<file path="src/rtl/apb_sram_ctrl.sv">
// apb_sram_ctrl: APB3 slave front-end for a single-port synchronous SRAM with one-cycle read latency
module apb_sram_ctrl #(
  parameter int DATA_WIDTH     = 8,
  parameter int ADDR_WIDTH     = 4,
  parameter int APB_ADDR_WIDTH = 8
) (
  input  logic                      clk,
  input  logic                      rst,
  input  logic                      psel,
  input  logic                      penable,
  input  logic                      pwrite,
  input  logic [APB_ADDR_WIDTH-1:0] paddr,
  input  logic [DATA_WIDTH-1:0]     pwdata,
  output logic [DATA_WIDTH-1:0]     prdata,
  output logic                      pready,
  output logic                      pslverr,
  output logic                      sram_wr_en,
  output logic [ADDR_WIDTH-1:0]     sram_addr,
  output logic [DATA_WIDTH-1:0]     sram_din,
  input  logic [DATA_WIDTH-1:0]     sram_dout
);
  typedef enum logic [2:0] {IDLE, WR, RD1, RD2, DONE} state_t;
  state_t                state_q;
  logic [DATA_WIDTH-1:0] prdata_q;
  logic                  pready_q;
  logic                  pslverr_q;
  logic                  wr_en_q;
  logic [ADDR_WIDTH-1:0] addr_q;
  logic [DATA_WIDTH-1:0] din_q;
  logic                  setup;
  logic                  in_range;
  assign setup    = psel && !penable;
  assign in_range = paddr[APB_ADDR_WIDTH-1:ADDR_WIDTH] == '0;
  always_ff @(posedge clk or posedge rst) begin
    if (rst) begin
      state_q   <= IDLE;
      prdata_q  <= '0;
      pready_q  <= 1'b0;
      pslverr_q <= 1'b0;
      wr_en_q   <= 1'b0;
      addr_q    <= '0;
      din_q     <= '0;
    end else begin
      pready_q  <= 1'b0;
      pslverr_q <= 1'b0;
      wr_en_q   <= 1'b0;
      case (state_q)
        IDLE: if (setup) begin
          if (!in_range) begin
            state_q   <= DONE;
            pready_q  <= 1'b1;
            pslverr_q <= 1'b1;
          end else if (pwrite) begin
            state_q <= WR;
            wr_en_q <= 1'b1;
            addr_q  <= paddr[ADDR_WIDTH-1:0];
            din_q   <= pwdata;
          end else begin
            state_q <= RD1;
            addr_q  <= paddr[ADDR_WIDTH-1:0];
          end
        end
        // a dropped psel still lets an already-registered write commit; only the pready pulse is suppressed
        WR: begin
          state_q  <= psel ? DONE : IDLE;
          pready_q <= psel;
        end
        RD1: state_q <= psel ? RD2 : IDLE;
        RD2: if (psel) begin
          state_q  <= DONE;
          pready_q <= 1'b1;
          prdata_q <= sram_dout;
        end else begin
          state_q <= IDLE;
        end
        default: state_q <= IDLE;
      endcase
    end
  end
  assign prdata     = prdata_q;
  assign pready     = pready_q;
  assign pslverr    = pslverr_q;
  assign sram_wr_en = wr_en_q;
  assign sram_addr  = addr_q;
  assign sram_din   = din_q;
endmodule
</file>
<file path="config.mk">
export PLATFORM = sky130hd
export DESIGN_NAME = apb_sram_ctrl
export DESIGN_NICKNAME = d
export VERILOG_FILES = /design/src/rtl/apb_sram_ctrl.sv
export SDC_FILE = /design/constraint.sdc
export NUM_CORES = 1
export LEC_CHECK = 0
export ABC_CLOCK_PERIOD_IN_PS = 2400
export CORE_MARGIN = 4
export CORE_UTILIZATION = 55
export CTS_CLUSTER_SIZE = 12
export DETAILED_ROUTE_END_ITERATION = 6
export DONT_BUFFER_PORTS = 1
export PLACE_DENSITY = 0.67
export SYNTH_ARGS = -nofsm -noshare
export SYNTH_HDL_FRONTEND = slang
export SYNTH_SLANG_ARGS = --single-unit
export TNS_END_PERCENT = 20
</file>
<file path="constraint.sdc">
create_clock -name clk -period 2.4 [get_ports clk]
set_clock_uncertainty 0.2 [all_clocks]
set_input_delay 0.48 -clock clk [delete_from_list [all_inputs] [get_ports clk]]
set_output_delay 0.48 -clock clk [all_outputs]
set_load 0.05 [all_outputs]
</file>
== Yosys cells after proc, flatten, opt, wreduce, memory -nomap -nowiden ==
Index checks and enable logic that the tools add are counted.

* Eq/ne operators: 4
* Reductions and logical operators: 8
* Mux-type cells: 15

{| class="wikitable"
|+ Operators by type and width
! cell !! number
|-
| $mux 3 || 3
|-
| $pmux 3 s3 || 1
|-
| $mux 1 || 8
|-
| $eq 3x2->1 const B || 2
|-
| $logic_not 4->1 || 1
|-
| $mux 2 || 2
|-
| $reduce_and 4->1 || 1
|-
| $eq 3x1->1 const B || 1
|-
| $logic_not 3->1 || 1
|-
| $pmux 1 s3 || 1
|-
| $reduce_and 3->1 || 1
|-
| $ne 2x2->1 const B || 1
|-
| $reduce_and 2->1 || 1
|-
| $reduce_or 2->1 || 1
|-
| $logic_and 1x1->1 || 1
|-
| $logic_not 1->1 || 1
|}

* Output and inout bits: 23
* Word-level logic and storage cells: 34
* Flip-flop bits (word level): 26
* Bits of input ports: 29

== Depth between registers and ports, before layout ==
* Word-level depth: 4
* Mapped depth: 3
* Gate-level depth less buffers: 3

== Worst setup path after synthesis ==
No wires, ideal clock.

* Path kind: in2reg
* Start point: input paddr[7]
* End point: register addr_q[0] (netlist: sram_addr[0])
* Library setup time: 125 ps
* Arrival: 1407 ps
* Path slack: 668 ps
* Data required time: 2075 ps
* Buffers on the path: 0
* Stages on the path: 3
* Cells stage by stage: nor4_4 nand3_1 mux2_2

* Cells in the longest elaborated chain, start to end: 2

{| class="wikitable"
|+ RTL lines
! element !! line !! RTL
|-
| start: declaration || 12 || <nowiki>input logic [APB_ADDR_WIDTH-1:0] paddr,</nowiki>
|-
| $logic_not 4->1 || 33 || <nowiki>assign in_range = paddr[APB_ADDR_WIDTH-1:ADDR_WIDTH] == '0;</nowiki>
|-
| $reduce_and 3->1 (no source line) || - ||
|-
| end signal: assignment || 56 || <nowiki>addr_q <= paddr[ADDR_WIDTH-1:0];</nowiki>
|-
| end signal: assignment || 60 || <nowiki>addr_q <= paddr[ADDR_WIDTH-1:0];</nowiki>
|-
| end: declaration || 28 || <nowiki>logic [ADDR_WIDTH-1:0] addr_q;</nowiki>
|}

Every way passes these cells.
A chain may end at the register's enable or synchronous reset.

== Worst setup path after layout ==
* Start point: register addr_q[2] (netlist: sram_addr[2])
* End point: output sram_addr[2]

{| class="wikitable"
|+ RTL lines
! element !! line !! RTL
|-
| end: declaration || 18 || <nowiki>output logic [ADDR_WIDTH-1:0] sram_addr,</nowiki>
|}

No word-level cell between the ends.

==> impl_summary.txt <==
----------------------------------------------------
[CTS]
  Clock-pin transition on the worst setup and hold timing paths ... 0.12 ns
  Total setup buffers inserted after CTS ... 0
  Clock Sinks ... 26
  # hold bufs at CTS ... 1
  Buffer levels on the longest clock path ... 2
  Later-pin clock latency in the skew report ... 0.29 ns
  CTS Root Cell ... sky130_fd_sc_hd__clkbuf_4
  Post-CTS sizing ... 0
  H-Tree Level Count ... 1
  TritonCTS clock tree ... done
  Clock buffers created by TritonCTS ... 3

[GRT]
  Pin count of the biggest net entering global routing ... 27
  Total routing resource utilization after global routing ... 0.1240
  Wire length of the first global-routing pass ... 2484 microns
  Initial antenna violation count ... 0
  Vias in the first global route ... 587
  Overall overflow remaining after global route ... 0

[Die]
  Width of the die ... 51.03 microns
  I/O pin count ... 52
  Number of standard-cell rows in the floorplan ... 15
  Die outline area ... 0.002604 sq mm
  Starting density of the core ... 0.5835
  Total core area ... 0.001745 sq mm
  Die extent in y ... 51.03 microns

[Layout]
  Antenna fix cells ... 0
  Synthesis-to-layout area growth ... 7.003%
  Number of nets at the end of the flow ... 103
  Commonest non-fill, non-tap cell in the layout ... sky130_fd_sc_hd__dfrtp_1
  Fraction of final layout cells with drive strength greater than 1 ... 0.3750
  # fillers ... 148
  Most frequent cells in the layout ... 26 x sky130_fd_sc_hd__dfrtp_1, 20 x sky130_fd_sc_hd__mux2_2, 5 x sky130_fd_sc_hd__inv_1

[Critical path]
  Maximum fanout along the worst path ... 2
  Worst EP arrival ... 0.96 ns
  Critical path start-end classification ... reg -> out
  Reg2Reg Launch Point ... state_q[2]
  Critical Path Start ... sram_addr[2]
  Required time of the worst setup path ... 1.72 ns
  Element type at the critical path start ... flip-flop
  Sort of element at the end of the critical path ... output pin

[STA]
  Relative slew margins ... 0.6786
  Share of the clock period used by the worst path after layout ... 0.6827
  Min Clock Period, post-route ... 1.639 ns
  Final hold vios ... 0
  Number of pins exceeding their max-slew limit in the final report ... 0
  Number of setup violations in the final report ... 0
  FMAX ... 610.3 MHz
  Setup repair after global routing missed its margin ... false
  Tightest hold margin ... 0.04347 ns
  Least-Margin Pin Slew ... 0.4822 ns
  Final-layout setup total negative slack ... 0 ns

[Power and ir drop]
  Static leakage ... 0.5522 nW
  Power density over the cells ... 753.6 mW/mm^2
  Largest voltage drop on the vdd net ... 0.3653 mV

[Worst hold path]
  Worst Min Path Start ... penable
  Hold Path Class ... in -> reg

[Synth]
  Mapped cell area ... 0.001018 sq mm
  Cell taking the most area after synthesis ... sky130_fd_sc_hd__dfrtp_1
  Post-Syn Instances ... 67
  Count of distinct cell types in the synthesized netlist ... 14
  Area share of the largest cell type after synthesis ... 0.6388
  Top cells by area, synth ... sky130_fd_sc_hd__dfrtp_1 64%, sky130_fd_sc_hd__mux2_2 22%, sky130_fd_sc_hd__nand4_4 2.1%
  Sequential element share of the synthesized area ... 0.6388
  Post-synthesis average cell area ... 15.20 sq um
  Net count after synthesis ... 96
  Count of yosys warnings during synthesis ... 0
  Number of flip-flops and latches in the synthesized netlist ... 26

[Route]
  Vias ... 525
  Final ANT Viol Nets ... 0
  Routed vias/inst ... 5.412
  Avg WL per Cell ... 16.10 microns
  Iteration-0 DRC count of the detailed router ... 0
  Total routed wirelength ... 1562 microns
  Final routed DRC violation total ... 0
  Number of search-and-repair iterations in the first detailed-routing pass ... 1

[Placed design]
  Placed wire-length estimate ... 1220 microns
  Count of port buffers added during placement ... 0
  Placer Congestion ... 0.6909

[Run]
  Max-Cap Viols ... 0

[Status]
  Outcome ... finished, final reports clean

----------------------------------------------------
==> worst paths after layout <==
path,end,slack (ns),depth (start not counted)
max reg2reg,sram_addr[3],0.81,3
max in group asynchronous,prdata[6],1.29,3
max,sram_addr[2],0.76,0
min reg2reg,pslverr,0.37,1
min in group asynchronous,sram_din[7],0.47,3
min,pslverr,0.04,1
==> Yosys cell counts, drive strengths merged <==
library cell / number
nand4: 2
nor4: 2
inv: 5
nand3: 2
and3: 2
nor2: 4
nor3b: 1
o31ai: 1
mux2: 20
a31oi: 1
dfrtp: 26
a21oi: 1
==> metal layers <==
metal | track usage | vias up | part of all wire
met3 | 0.05248 | 0 | 0.10
met5 | 0 | - | 0
li1 | - | 247 | -
met1 | 0.1530 | 249 | 0.41
met2 | 0.1953 | 29 | 0.49
met4 | 0.04036 | 0 | 0
==> flip-flops by register name, summed over array words and instances (netlist names) <==
name,cells
prdata,8
pready,1
pslverr,1
sram_addr,4
sram_din,8
sram_wr_en,1
state_q,3
==> power breakdown <==
group,switching [W],internal (W)
logic,0.0000222,0.0000290
clock network,0.000108,0.0000584
registers,0.000134,0.000469
total,0.000265,0.000556
==> cells by family after synthesis <==
group	after synthesis	synth area share
buffers and inverters	5	0.01843
DFF	26	0.6388
AOI/OAI and AO/OA	3	0.01843
and+or+nand+nor	13	0.1032
muxes	20	0.2211
==> cell type report <==
type | instances | area [sq um] | share of cell area
Sequential cell | 26 | 650.6 | 0.5970
Multi-Input combinational cell | 36 | 349.1 | 0.3203
Tap cell | 25 | 31.28 | 0.02870
Clock buffer | 3 | 22.52 | 0.02067
Inverter | 5 | 18.77 | 0.01722
Timing Repair Buffer | 2 | 17.52 | 0.01607
==> stage by stage <==
step / power [W] / utilization / cell area (sq um) / setup slack [ns] / std cells
after floorplan: 0.0006501 / - / 1018 / 0.6682 / 67
after global placement: 0.0006620 / 0.6057 / 1057 / 0.5698 / 93
after detailed placement: 0.0006642 / 0.6057 / 1057 / 0.5304 / 93
after CTS: 0.0008334 / 0.6244 / 1090 / 0.7420 / 97
after global routing: 0.0008538 / 0.6244 / 1090 / 0.7202 / 97
final: 0.0008212 / 0.6244 / 1090 / 0.7615 / 97
Power figures use the tool's default switching activity.
